[src/rtl/pattern_count_engine_if.sv]
// Start/ack handshake plus data-memory port of the pattern count engine.
// The engine drives the memory side (master); the core/memory environment is the slave.
interface pattern_count_engine_if #(
  parameter int AW = 8
);
  logic          start;
  logic          ack;
  logic [AW-1:0] mem_addr;
  logic          mem_wr_en;
  logic [7:0]    mem_wr_data;
  logic [7:0]    mem_rd_data;

  modport master (
    input  start, mem_rd_data,
    output ack, mem_addr, mem_wr_en, mem_wr_data
  );

  modport slave (
    output start, mem_rd_data,
    input  ack, mem_addr, mem_wr_en, mem_wr_data
  );
endinterface

[src/rtl/pattern_count_engine.sv]
// Scans an NBYTES byte string for a PAT_W-bit pattern and writes in-byte, per-byte and bitstream
// match counts to memory. Define PATCNT_MASK_EN to read a don't-care mask byte at RES_ADDR+3.
module pattern_count_engine #(
  parameter int PAT_W    = 5,
  parameter int NBYTES   = 32,
  parameter int AW       = 8,
  parameter int PAT_ADDR = 32,
  parameter int RES_ADDR = 33,
  parameter int CNT_W    = 8
) (
  input logic                    clk,
  input logic                    reset,
  pattern_count_engine_if.master bus
);
  localparam int               CW       = (PAT_W > 1) ? PAT_W - 1 : 1;
  localparam logic [CNT_W-1:0] CNT_MAX  = '1;
  localparam logic [AW-1:0]    A_PAT    = AW'(PAT_ADDR);
  localparam logic [AW-1:0]    A_RES    = AW'(RES_ADDR);
  localparam logic [AW-1:0]    IDX_LAST = AW'(NBYTES - 1);

  typedef enum logic [3:0] {
    IDLE, RD_PAT, LD_PAT,
`ifdef PATCNT_MASK_EN
    RD_MSK,
`endif
    SCAN, WR_B, WR_O, WR_S, DONE
  } state_t;

  state_t           r_state;
  logic [PAT_W-1:0] r_pat;
  logic [CW-1:0]    r_carry;
  logic [AW-1:0]    r_idx;
  logic [CNT_W-1:0] r_ctb, r_cto, r_cts;
  logic             r_ack, r_wr_en;
  logic [AW-1:0]    r_addr;
  logic [7:0]       r_wr_data;

  logic [PAT_W-1:0] w_mask;
  logic [CW+7:0]    w_cat;
  logic [3:0]       w_in_hits, w_x_hits;
  logic [CNT_W-1:0] w_ctb_nxt, w_cto_nxt, w_cts_nxt;
  logic             w_last;

`ifdef PATCNT_MASK_EN
  logic [PAT_W-1:0] r_mask;
  assign w_mask = r_mask;
`else
  assign w_mask = '0;
`endif

  function automatic logic [CNT_W-1:0] sat_add(input logic [CNT_W-1:0] a, input logic [3:0] b);
    logic [CNT_W:0] s;
    s = {1'b0, a} + (CNT_W+1)'(b);
    return s[CNT_W] ? CNT_MAX : s[CNT_W-1:0];
  endfunction

  // Earlier bytes sit in the upper bits, so w_cat reads MSB-first in bitstream order.
  assign w_cat  = {r_carry, bus.mem_rd_data};
  assign w_last = (r_idx == IDX_LAST);

  always_comb begin
    // NOTE: every comb output gets a default first so no path can infer a latch.
    w_in_hits = '0;
    w_x_hits  = '0;
    for (int o = 0; o <= 8 - PAT_W; o++)
      if (((w_cat[o +: PAT_W] ^ r_pat) & ~w_mask) == '0) w_in_hits = w_in_hits + 4'd1;
    // Crossing windows straddle the carry/byte boundary; byte 0 has no predecessor.
    for (int o = 9 - PAT_W; o <= 7; o++)
      if (r_idx != '0 && ((w_cat[o +: PAT_W] ^ r_pat) & ~w_mask) == '0) w_x_hits = w_x_hits + 4'd1;
  end

  assign w_ctb_nxt = sat_add(r_ctb, w_in_hits);
  assign w_cto_nxt = sat_add(r_cto, {3'b000, (w_in_hits != 4'd0)});
  assign w_cts_nxt = sat_add(r_cts, w_in_hits + w_x_hits);

  // NOTE: sequential state uses non-blocking assignments only, so every register sees pre-edge values.
  always_ff @(posedge clk) begin
    if (reset) begin
      r_state   <= IDLE;
      r_pat     <= '0;
      r_carry   <= '0;
      r_idx     <= '0;
      r_ctb     <= '0;
      r_cto     <= '0;
      r_cts     <= '0;
      r_ack     <= 1'b0;
      r_wr_en   <= 1'b0;
      r_addr    <= '0;
      r_wr_data <= '0;
`ifdef PATCNT_MASK_EN
      r_mask    <= '0;
`endif
    end else begin
      r_wr_en <= 1'b0;
      case (r_state)
        IDLE, DONE: if (bus.start) begin
          r_state <= RD_PAT;
          r_ack   <= 1'b0;
          r_addr  <= A_PAT;
        end
        RD_PAT: begin
          r_state <= LD_PAT;
`ifdef PATCNT_MASK_EN
          r_addr  <= A_RES + AW'(3);
`else
          r_addr  <= '0;
`endif
        end
        LD_PAT: begin
          r_pat   <= bus.mem_rd_data[7 -: PAT_W];
          r_ctb   <= '0;
          r_cto   <= '0;
          r_cts   <= '0;
          r_carry <= '0;
          r_idx   <= '0;
`ifdef PATCNT_MASK_EN
          r_state <= RD_MSK;
          r_addr  <= '0;
        end
        RD_MSK: begin
          r_mask  <= bus.mem_rd_data[7 -: PAT_W];
`endif
          r_state <= SCAN;
          r_addr  <= AW'(1);
        end
        SCAN: begin
          r_ctb   <= w_ctb_nxt;
          r_cto   <= w_cto_nxt;
          r_cts   <= w_cts_nxt;
          r_carry <= bus.mem_rd_data[CW-1:0];
          r_idx   <= r_idx + AW'(1);
          r_addr  <= r_addr + AW'(1);
          if (w_last) begin
            r_state   <= WR_B;
            r_addr    <= A_RES;
            r_wr_en   <= 1'b1;
            r_wr_data <= 8'(w_ctb_nxt);
          end
        end
        WR_B: begin
          r_state   <= WR_O;
          r_addr    <= A_RES + AW'(1);
          r_wr_en   <= 1'b1;
          r_wr_data <= 8'(r_cto);
        end
        WR_O: begin
          r_state   <= WR_S;
          r_addr    <= A_RES + AW'(2);
          r_wr_en   <= 1'b1;
          r_wr_data <= 8'(r_cts);
        end
        WR_S: begin
          r_state <= DONE;
          r_ack   <= 1'b1;
          r_addr  <= '0;
        end
        default: r_state <= IDLE;
      endcase
    end
  end

  assign bus.ack         = r_ack;
  assign bus.mem_addr    = r_addr;
  assign bus.mem_wr_en   = r_wr_en;
  assign bus.mem_wr_data = r_wr_data;
endmodule

[src/flat_wrapper.sv]
// flat-port wrapper written by rule: the top's interface ports become plain ports
module pattern_count_engine_flat 
#(
  parameter int PAT_W    = 5,
  parameter int NBYTES   = 32,
  parameter int AW       = 8,
  parameter int PAT_ADDR = 32,
  parameter int RES_ADDR = 33,
  parameter int CNT_W    = 8
)
  (clk, reset, bus_start, bus_mem_rd_data, bus_ack, bus_mem_addr, bus_mem_wr_en, bus_mem_wr_data);
  pattern_count_engine_if #(.AW(AW)) bus_i ();
  input logic clk;
  input logic reset;
  input wire logic [$bits(bus_i.start)-1:0] bus_start;
  input wire logic [$bits(bus_i.mem_rd_data)-1:0] bus_mem_rd_data;
  output wire logic [$bits(bus_i.ack)-1:0] bus_ack;
  output wire logic [$bits(bus_i.mem_addr)-1:0] bus_mem_addr;
  output wire logic [$bits(bus_i.mem_wr_en)-1:0] bus_mem_wr_en;
  output wire logic [$bits(bus_i.mem_wr_data)-1:0] bus_mem_wr_data;
  assign bus_i.start = bus_start;
  assign bus_i.mem_rd_data = bus_mem_rd_data;
  assign bus_ack = bus_i.ack;
  assign bus_mem_addr = bus_i.mem_addr;
  assign bus_mem_wr_en = bus_i.mem_wr_en;
  assign bus_mem_wr_data = bus_i.mem_wr_data;
  pattern_count_engine #(.PAT_W(PAT_W), .NBYTES(NBYTES), .AW(AW), .PAT_ADDR(PAT_ADDR), .RES_ADDR(RES_ADDR), .CNT_W(CNT_W)) u_core (.clk(clk), .reset(reset), .bus(bus_i));
endmodule
[config.mk]
export PLATFORM = sky130hd
export DESIGN_NAME = pattern_count_engine_flat
export DESIGN_NICKNAME = d
export VERILOG_FILES = /design/src/rtl/pattern_count_engine_if.sv /design/src/rtl/pattern_count_engine.sv /design/src/flat_wrapper.sv
export SDC_FILE = /design/constraint.sdc
export NUM_CORES = 1
export LEC_CHECK = 0
export BUFFER_PORTS_ARGS = -buffer_cell sky130_fd_sc_hd__clkbuf_2
export CORE_MARGIN = 2
export CORE_UTILIZATION = 25
export CTS_CLUSTER_SIZE = 30
export DETAILED_ROUTE_END_ITERATION = 8
export PLACE_DENSITY = 0.38
export SLEW_MARGIN = 20
export SYNTH_ARGS = -nofsm -noshare
export SYNTH_HDL_FRONTEND = slang
export SYNTH_SLANG_ARGS = --single-unit
[constraint.sdc]
create_clock -name clk -period 8.4 [get_ports clk]
set_input_delay 0.84 -clock clk [delete_from_list [all_inputs] [get_ports clk]]
set_output_delay 0.84 -clock clk [all_outputs]
set_load 0.03 [all_outputs]
==> results of run 1 <==
==> through the flow <==
step / setup WS (ns) / utilization [%] / hold WS [ns] / cell area, um2
floorplan: 3.809 / - / 0.4362 / 4120
global placement: 3.644 / 27.53 / 0.4460 / 4404
detailed placement: 3.518 / 27.53 / 0.4562 / 4404
CTS: 3.549 / 29.50 / 0.4639 / 4721
global route: 3.253 / 29.50 / 0.4792 / 4721
finish: 3.542 / 29.50 / 0.4610 / 4721
==> worst max-delay path: cells and delay by family (launching register included) <==
kind                       cells  cell delay (ns)
adders and majority gates      4             1.58
buffers and inverters          1             0.07
xor gates and xnor gates       1             0.26
DFF                            1             0.34
and+or+nand+nor                4             1.32
AOI/OAI and AO/OA              4             0.93
muxes                          1             0.29
==> worst max path at each step <==
| stage | start | cells after the start | slack [ns] | endpoint |
|---|---|---|---|---|
| floorplan | bus_mem_rd_data[4] | 16 | 3.81 | u_core.r_cts[7] |
| global placement | bus_mem_rd_data[4] | 16 | 3.64 | u_core.r_cts[3] |
| detailed placement | bus_mem_rd_data[5] | 17 | 3.52 | u_core.r_cts[3] |
| CTS | u_core.r_idx[6] | 15 | 3.55 | u_core.r_cts[3] |
| global route | u_core.r_idx[6] | 15 | 3.25 | u_core.r_cts[3] |
| finish | u_core.r_idx[6] | 15 | 3.54 | u_core.r_cts[3] |
==> area by class of cell <==
class,instances,area (um2)
Sequential cell,62,1241
Timing Repair Buffer,33,177.7
Tap cell,216,270.3
Clock inverter,4,70.07
Multi-Input combinational cell,389,2651
Fill cell,1779,11280
Inverter,17,63.81
Clock buffer,12,246.5
==> state kept, by name, indices dropped and copies added (netlist names) <==
name and cells:
u_core.bus.ack 1, u_core.r_carry 4, u_core.r_idx 8, u_core.r_cto 8, u_core.r_cts 8, u_core.bus.mem_wr_en 1, u_core.r_state 3, u_core.r_pat 5
u_core.bus.mem_wr_data 8, u_core.r_ctb 8, u_core.bus.mem_addr 8
==> synthesized netlist by cell type (all sizes together) (15+ instances only) <==
| library cell | count |
|---|---|
| xor2 | 27 |
| clkbuf | 31 |
| ha | 22 |
| o21ai | 25 |
| nor3 | 20 |
| a211oi | 15 |
| dfxtp | 62 |
| nand3 | 15 |
| nor2 | 34 |
| xnor2 | 26 |
| a21oi | 49 |
| nand2 | 39 |
| inv | 17 |
==> routing by layer <==
layer / vias to the layer above / share of wire [%]
met4: 0 / 1.3
met5: - / 0
met1: 1779 / 51
met3: 11 / 3.0
met2: 50 / 45
li1: 1828 / -
==> logic make-up (layout without fill, tap and decap cells) <==
family | after synthesis | in the layout | share of synthesized area [%]
xor+xnor | 53 | 53 | 11.27
other cells | 1 | 1 | 0.09101
fa+ha+maj | 25 | 25 | 8.138
flops | 62 | 62 | 30.12
simple gates | 154 | 154 | 19.47
buf+inv | 58 | 66 | 5.527
mux | 15 | 15 | 3.796
compound gates | 141 | 141 | 21.59
==> power groups by stage <==
| stage | Clock, mW | Combinational (mW) | Sequential (mW) |
|---|---|---|---|
| global route | 0.432 | 0.102 | 0.310 |
| finish | 0.401 | 0.0895 | 0.309 |
| floorplan | 0 | 0.0730 | 0.310 |
| global placement | 0 | 0.0915 | 0.316 |
| detailed placement | 0 | 0.0909 | 0.316 |
| CTS | 0.416 | 0.0915 | 0.309 |
==> layout by cell type (no fill, tap or decap), types with 3 or more instances in the layout <==
cell type	instances
clkbuf_16	9
o211ai_1	7
a211oi_1	15
buf_4	5
xnor2_1	26
ha_1	22
o31ai_1	3
a22oi_1	8
a41oi_1	3
nand3b_1	3
nor2_1	34
o21ai_0	24
clkbuf_2	28
a31oi_1	5
a311oi_1	4
a21oi_1	49
and2_1	5
nand3_1	15
nor2b_1	4
fa_1	3
xor2_1	27
inv_1	17
dfxtp_1	62
o211a_1	3
a21o_1	8
o22ai_1	4
nor3_1	18
nand4_1	8
nand2_1	39
nand2b_1	3
and3_1	7
mux2i_1	13
==> results.py, run 1 <==
metrics = {
    "outcome": {
        "status": "finished, final reports clean",
    },
    "layout": {
        "stdcell_count": 733,
        "nNetsFinal": 548,
        "drive_gt1_share_pct": 11.41,
        "num_antenna_cells": 0,
        "area_growth_pct": 14.58,
    },
    "route": {
        "viasPerCell": 5.004,
        "finalWirelength_mm": 11.01,
        "routedWlPerCell_um": 15.02,
        "drtIter0Drc": 187,
        "firstDrtPassIters": 4,
        "ant_nets": 0,
        "vias": 3668,
        "drc": 0,
    },
    "grt": {
        "busiest_layer": "met2",
        "grt_pass1_vias": 3598,
        "antenna_found_initial": 0,
        "grt.met1_usage_pct": 17.90,
        "grt_pass1_wl_mm": 18.63,
        "grt_max_degree": 63,
        "gr-usage-met2_pct": 20.35,
        "gr-total-overflow": 0,
        "use_met3_pct": 3.383,
        "track_usage_pct": 13.18,
    },
    "setup_path": {
        "r2r_slack_ns": 3.54,
        "path_max_fanout": 5,
        "reg2reg_depth": 15,
        "path_class": "register to register",
        "worstSetupEndpointType": "register",
        "cp_slowest_cell": "or4_4",
        "worstPathArrival_ns": 5.11,
        "worstPathRequired_ns": 8.65,
        "reg2reg_from": "u_core.r_idx[6]",
        "r2r_end": "u_core.r_cts[3]",
        "slowest_delay_ns": 0.55,
        "start_kind": "register",
        "path_cells": "or3_4 -> or4_4 -> and4_2 -> ha_1 -> xnor2_1 -> ha_1 -> mux2_4 -> fa_1 -> inv_1 -> fa_1 -> nor2b_1 -> o21ai_0 -> a21oi_1 -> o211ai_1 -> a21oi_1",
    },
    "min_path": {
        "hold_depth": 2,
        "min_from": "u_core.r_ctb[3]",
        "hold_end": "u_core.r_ctb[3]",
        "hold_class": "register to register",
    },
    "yosys": {
        "syn-num-nets": 545,
        "synth_seq_cells": 62,
        "synth_edf_count": 0,
        "synth_area_leader_cell": "dfxtp_1",
        "synth_top_area_share_pct": 30.12,
        "ys.flop_type": "dfxtp_1",
        "ys_seq_area_share_pct": 30.12,
        "netlist_instances": 509,
        "synth_cell_types": 59,
        "postSynthAreaPerCell_um2": 8.095,
        "synth_area_leaders": "dfxtp_1 30%, ha_1 6.7%, a21oi_1 6.0%",
        "async_flop_share_pct": 0,
        "syn_area_mm2": 0.004120,
        "ys.warnings.count": 0,
    },
    "floorplanning": {
        "die_w_um": 132.4,
        "die_h_um": 132.4,
        "start_util_pct": 25.75,
        "io_pins": 29,
        "core_area_mm2": 0.01600,
        "die_area_mm2": 0.01752,
        "row_count": 46,
    },
    "clock_network": {
        "cts_resized": 0,
        "cts.sinks": 62,
        "cts_hold_buffers": 0,
        "cts_max_path_buffers": 2,
        "htreeDepth": 3,
        "cts_buffers": 9,
        "cts_tree": "yes",
        "cts_root_buffer": "clkbuf_16",
        "cts_setup_buffers": 0,
        "clk_pin_slew_worst_paths_ns": 0.05,
        "insertion_delay_ns": 0.33,
    },
    "timing": {
        "slew_violations": 0,
        "setup_tns_ns": 0,
        "rsz0062_at_grt": "no",
        "finalCriticalPeriod_ns": 4.858,
        "hold_viol_final": 0,
        "tightestPinTransition_ns": 0.8732,
        "period_share_pct": 57.83,
        "setup_viol": 0,
        "skew_ns": 0.008189,
        "relSlewSlack_pct": 41.67,
        "max_freq_mhz": 205.9,
    },
    "power": {
        "power.leakage_nw": 1.846,
        "pwr-share-clk_pct": 50.1,
        "seqPwrFrac_pct": 38.7,
        "vdd_drop_max_mv": 0.06799,
        "p_sw_uw": 202.2,
        "p_int_uw": 597.3,
        "switching_share_pct": 25.29,
        "total_power_uw": 799.6,
        "powerDensity_mw_per_mm2": 169.4,
        "power_frac_comb_pct": 11.2,
    },
    "placement": {
        "place_hpwl_mm": 7.674,
        "routabilityCongestion": 0.7749,
        "dp.cells": 717,
        "portBuffers": 28,
    },
    "flow_run": {
        "maxCapViolations": 0,
    },
}
Note: power is estimated with default switching activity, not from simulation.
==> run 2, diff against run 1 <==
Clock period 8.4 ns to 4.58 ns, I/O delays scaled along.
==> results.py, run 2 (synthesis gave the netlist of run 1 again) <==
metrics = {
    "outcome": {
        "status": "finished, final reports clean",
    },
    "route": {
        "firstDrtPassIters": 4,
        "drc": 0,
        "finalWirelength_mm": 11.33,
        "drtIter0Drc": 170,
        "routedWlPerCell_um": 15.16,
        "vias": 3678,
        "ant_nets": 0,
        "viasPerCell": 4.924,
    },
    "layout": {
        "mostFrequentLayoutCell": "dfxtp_1",
        "final_cell_area_mm2": 0.004825,
        "num_antenna_cells": 0,
        "drive_gt1_share_pct": 15.25,
        "area_growth_pct": 17.10,
        "nNetsFinal": 562,
        "final_cell_mix": "62 x dfxtp_1, 47 x a21oi_1, 39 x nand2_1, 34 x nor2_1, 28 x clkbuf_2",
    },
    "grt": {
        "antenna_found_initial": 0,
        "track_usage_pct": 13.40,
        "grt_pass1_wl_mm": 18.76,
        "gr-total-overflow": 0,
        "grt_pass1_vias": 3543,
        "grt_max_degree": 48,
    },
    "setup_path": {
        "worstSetupEndpointType": "register",
        "r2r_end": "u_core.r_cts[6]",
        "path_max_fanout": 3,
        "reg2reg_from": "u_core.r_idx[6]",
        "cp_slowest_cell": "fa_1",
        "crit_family": "adder cells",
        "critPathBufInv": 1,
        "slowest_delay_ns": 0.52,
        "r2r_slack_ns": 0.26,
        "worstPathArrival_ns": 4.53,
        "cp_common_cell": "fa_1",
        "worstPathRequired_ns": 4.79,
        "path_class": "register to register",
        "reg2reg_depth": 15,
        "path_cells": "or3_4 -> or4_4 -> and4_2 -> ha_4 -> xnor2_2 -> ha_1 -> mux2_4 -> fa_1 -> inv_1 -> fa_1 -> nor2b_1 -> o21ai_2 -> and2_1 -> o31ai_2 -> a211oi_1",
        "start_kind": "register",
    },
    "min_path": {
        "hold_depth": 2,
        "hold_end": "u_core.r_state[2]",
        "hold_class": "primary input to register",
        "min_from": "bus_start",
    },
    "power": {
        "power.leakage_nw": 1.903,
        "p_int_uw": 990.0,
        "vdd_drop_max_mv": 0.1523,
        "powerDensity_mw_per_mm2": 286.4,
        "seqPwrFrac_pct": 40.7,
        "pwr-share-clk_pct": 46.3,
        "total_power_mw": 1.382,
        "power_frac_comb_pct": 12.9,
        "p_sw_uw": 391.9,
        "switching_share_pct": 28.36,
    },
    "clock_network": {
        "htreeDepth": 3,
        "clk_pin_slew_worst_paths_ns": 0.06,
        "cts.sinks": 62,
        "cts_buffers": 9,
        "insertion_delay_ns": 0.34,
        "cts_tree": "yes",
        "cts_max_path_buffers": 2,
        "cts_hold_buffers": 0,
        "cts_root_buffer": "clkbuf_16",
    },
    "timing": {
        "hold_viol_final": 0,
        "setup_tns_ns": 0,
        "relSlewSlack_pct": 45.83,
        "tightestPinTransition_ns": 0.8126,
        "period_share_pct": 94.27,
        "slew_violations": 0,
        "max_freq_mhz": 231.6,
        "skew_ns": 0.007154,
        "finalCriticalPeriod_ns": 4.318,
        "setup_viol": 0,
        "rsz0062_at_grt": "no",
    },
    "floorplanning": {
        "io_pins": 29,
        "row_count": 46,
        "start_util_pct": 25.75,
        "core_area_mm2": 0.01600,
        "die_w_um": 132.4,
        "die_h_um": 132.4,
        "die_area_mm2": 0.01752,
    },
    "placement": {
        "portBuffers": 28,
        "routabilityCongestion": 0.7928,
        "place_hpwl_mm": 7.738,
        "place_area_mm2": 0.004509,
    },
    "flow_run": {
        "maxCapViolations": 0,
    },
}
[run 2: changes by cell type in the layout (fill, tap and decap cells not counted), moves of 2 or more]
cell	delta
ha_1	-2
a21oi_2	+2
a21oi_1	-2
bufinv_16	-2
buf_4	+14
[run 2: layer usage]
metal / GRT usage, % / up-vias / wire (um) / share of wire (%)
met5: 0 / - / 0 / 0
met4: 6.093 / 0 / 228 / 2.0
met3: 2.191 / 15 / 270 / 2.4
met2: 19.95 / 43 / 4876 / 43
met1: 18.89 / 1761 / 5949 / 53
li1: - / 1859 / - / -
[run 2: area by class of cell]
type	instances	area, um2
Inverter	17	63.81
Clock inverter	4	22.52
Multi-Input combinational cell	389	2698
Tap cell	216	270.3
Timing Repair Buffer	47	282.8
Fill cell	1766	11180
Sequential cell	62	1241
Clock buffer	12	246.5
[run 2: how the worst max path moves through the flow]
| stage | startpoint | endpoint | slack, ns | cells after the start |
|---|---|---|---|---|
| global route | u_core.r_idx[6] | u_core.r_cts[2] | 0.04 | 15 |
| detailed placement | u_core.r_idx[6] | u_core.r_cts[2] | 0.004 | 15 |
| global placement | u_core.r_idx[6] | u_core.r_cts[2] | 0.07 | 15 |
| finish | u_core.r_idx[6] | u_core.r_cts[6] | 0.26 | 15 |
| CTS | u_core.r_idx[6] | u_core.r_cts[7] | 0.11 | 15 |
| floorplan | u_core.r_idx[6] | u_core.r_cts[7] | 0.17 | 15 |
[run 2: timing repair]
item	4_1_cts	5_1_grt
endpoints found under the setup margin	2	8
pin swaps	0	2
buffers inserted	0	0
resized for setup	2	7
[run 2: power by group through the flow]
stage / Sequential, mW / Clock, mW / Combinational [mW]
global placement: 0.575 / 0 / 0.177
detailed placement: 0.574 / 0 / 0.178
finish: 0.563 / 0.640 / 0.179
floorplan: 0.568 / 0 / 0.134
CTS: 0.563 / 0.656 / 0.179
global route: 0.565 / 0.681 / 0.198
[run 2: per-stage QoR]
| step | utilization, % | hold slack [ns] | instances | worst slack, ns |
|---|---|---|---|---|
| detailed placement | 28.18 | 0.4524 | 731 | 0.004385 |
| CTS | 29.89 | 0.3679 | 747 | 0.1053 |
| global route | 30.15 | 0.3812 | 747 | 0.04438 |
| floorplan | - | 0.4362 | 509 | 0.1730 |
| finish | 30.15 | 0.3803 | 747 | 0.2624 |
| global placement | 28.18 | 0.4474 | 731 | 0.06960 |
==> run 3, diff against run 2 <==
Settings changed: GPL_TIMING_DRIVEN set to 0.
==> results.py, run 3 (synthesis gave the netlist of run 1 again) <==
metrics = {
    "outcome": {
        "status": "finished, final reports clean",
    },
    "timing": {
        "period_share_pct": 97.14,
        "hold_viol_final": 0,
        "setup_viol": 0,
        "max_freq_mhz": 224.8,
        "rsz0062_at_grt": "no",
        "skew_ns": 0.005956,
        "tightestPinTransition_ns": 0.7467,
        "slew_violations": 0,
        "setup_tns_ns": 0,
        "finalCriticalPeriod_ns": 4.449,
        "relSlewSlack_pct": 49.84,
    },
    "clock_network": {
        "insertion_delay_ns": 0.33,
        "cts_tree": "yes",
        "htreeDepth": 3,
        "clk_pin_slew_worst_paths_ns": 0.05,
        "cts_root_buffer": "clkbuf_16",
        "cts_max_path_buffers": 2,
        "cts_buffers": 9,
        "cts_hold_buffers": 0,
        "cts.sinks": 62,
    },
    "route": {
        "firstDrtPassIters": 5,
        "finalWirelength_mm": 12.41,
        "drc": 0,
        "vias": 3761,
        "ant_nets": 0,
        "routedWlPerCell_um": 16.22,
        "viasPerCell": 4.916,
        "drtIter0Drc": 141,
    },
    "min_path": {
        "hold_end": "u_core.r_state[2]",
        "hold_depth": 2,
        "min_from": "bus_start",
        "hold_class": "primary input to register",
    },
    "grt": {
        "grt_pass1_vias": 3667,
        "grt_max_degree": 11,
        "grt_pass1_wl_mm": 19.89,
        "antenna_found_initial": 0,
        "track_usage_pct": 14.40,
        "gr-total-overflow": 0,
    },
    "power": {
        "switching_share_pct": 25.56,
        "total_power_mw": 1.520,
        "power_frac_comb_pct": 12.8,
        "power.leakage_nw": 1.901,
        "powerDensity_mw_per_mm2": 308.6,
        "p_sw_uw": 388.5,
        "pwr-share-clk_pct": 50.6,
        "vdd_drop_max_mv": 0.1961,
        "p_int_mw": 1.131,
        "seqPwrFrac_pct": 36.6,
    },
    "floorplanning": {
        "start_util_pct": 25.75,
        "row_count": 46,
        "die_w_um": 132.4,
        "die_h_um": 132.4,
        "die_area_mm2": 0.01752,
        "core_area_mm2": 0.01600,
        "io_pins": 29,
    },
    "setup_path": {
        "path_max_fanout": 5,
        "worstPathArrival_ns": 4.63,
        "r2r_slack_ns": 0.13,
        "worstPathRequired_ns": 4.76,
        "path_class": "register to register",
        "reg2reg_from": "u_core.r_idx[6]",
        "worstSetupEndpointType": "register",
        "reg2reg_depth": 15,
        "r2r_end": "u_core.r_cts[7]",
        "start_kind": "register",
    },
    "placement": {
        "portBuffers": 22,
        "place_hpwl_mm": 9.347,
        "routabilityCongestion": 0.8165,
        "dp.cells": 747,
    },
    "layout": {
        "mostFrequentLayoutCell": "dfxtp_1",
        "stdcell_count": 765,
        "num_antenna_cells": 0,
        "drive_gt1_share_pct": 12.57,
        "final_cell_mix": "61 x dfxtp_1, 47 x a21oi_1, 38 x nand2_1, 34 x nor2_1, 31 x clkbuf_1",
        "n_fill_cell": 1745,
        "nNetsFinal": 580,
        "area_growth_pct": 19.56,
    },
    "flow_run": {
        "maxCapViolations": 0,
    },
}
run 3: cell count changes in the layout (fill, tap and decap cells not counted), sizes merged:
cell | previous run | this run
clkbuf | 40 | 65
clkinvlp | 1 | 0
clkinv | 3 | 1
buf | 19 | 13
bufinv | 0 | 2
run 3: power groups by stage:
| stage | combinational [mW] | clock, mW | sequential [mW] |
|---|---|---|---|
| after floorplan | 0.134 | 0 | 0.568 |
| after global placement | 0.195 | 0 | 0.566 |
| after detailed placement | 0.196 | 0 | 0.566 |
| after CTS | 0.196 | 0.789 | 0.556 |
| after global routing | 0.216 | 0.808 | 0.558 |
| final | 0.195 | 0.769 | 0.557 |
run 3: timing repair:
item | 4_1_cts | 5_1_grt
setup endpoints to repair | 8 | 8
pin swaps | 4 | 6
setup buffers | 1 | 2
resized for setup | 8 | 7
run 3: layer usage:
layer	track usage (%)	vias to the layer above	part of all wire [%]
li1	-	1888	-
met4	5.735	0	2.0
met2	23.09	78	46
met3	2.191	16	3.0
met1	19.39	1779	49
met5	0	-	0
run 3: stage by stage:
stage          setup slack (ns)  instance area [um2]  util (%)  hold WS [ns]
6_report                 0.1312                 4926     30.79        0.4020
5_1_grt                0.007609                 4926     30.79        0.4343
4_1_cts                 0.05693                 4885     30.53        0.3961
3_5_place_dp            -0.3190                 4501     28.13        0.4550
3_3_place_gp            -0.2532                 4501     28.13        0.4435
2_1_floorplan            0.1730                 4120         -        0.4362
run 3: worst max-delay path by stage:
stage                 endpoint  cells after the start            start
4_1_cts        u_core.r_cts[7]                     15  u_core.r_idx[6]
3_3_place_gp   u_core.r_cts[7]                     15  u_core.r_idx[6]
6_report       u_core.r_cts[7]                     15  u_core.r_idx[6]
2_1_floorplan  u_core.r_cts[7]                     15  u_core.r_idx[6]
3_5_place_dp   u_core.r_cts[3]                     15  u_core.r_idx[6]
5_1_grt        u_core.r_cts[7]                     15  u_core.r_idx[6]
run 3: area by class of cell:
cell class	count	area, um2	area share [%]
buffer	40	160.2	3.251
clock buffer	13	270.3	5.486
clock inverter	3	65.06	1.321
inverter	17	63.81	1.295
multi-input combinational	389	2721	55.25
sequential	62	1242	25.22
tap	216	270.3	5.486
timing repair buffer	25	132.6	2.692
run 3: worst max-delay path, stage by stage, from the launching register on:
cell and delay, ns:
dfxtp_1 0.34, or3_4 0.42, or4_4 0.47, and4_2 0.24, ha_4 0.27, xnor2_4 0.13
ha_1 0.28, mux2_4 0.29, fa_1 0.37, xor2_1 0.17, ha_1 0.32, nor2b_2 0.17
o21ai_2 0.22, nand2_2 0.12, o41ai_2 0.36, a211oi_1 0.13
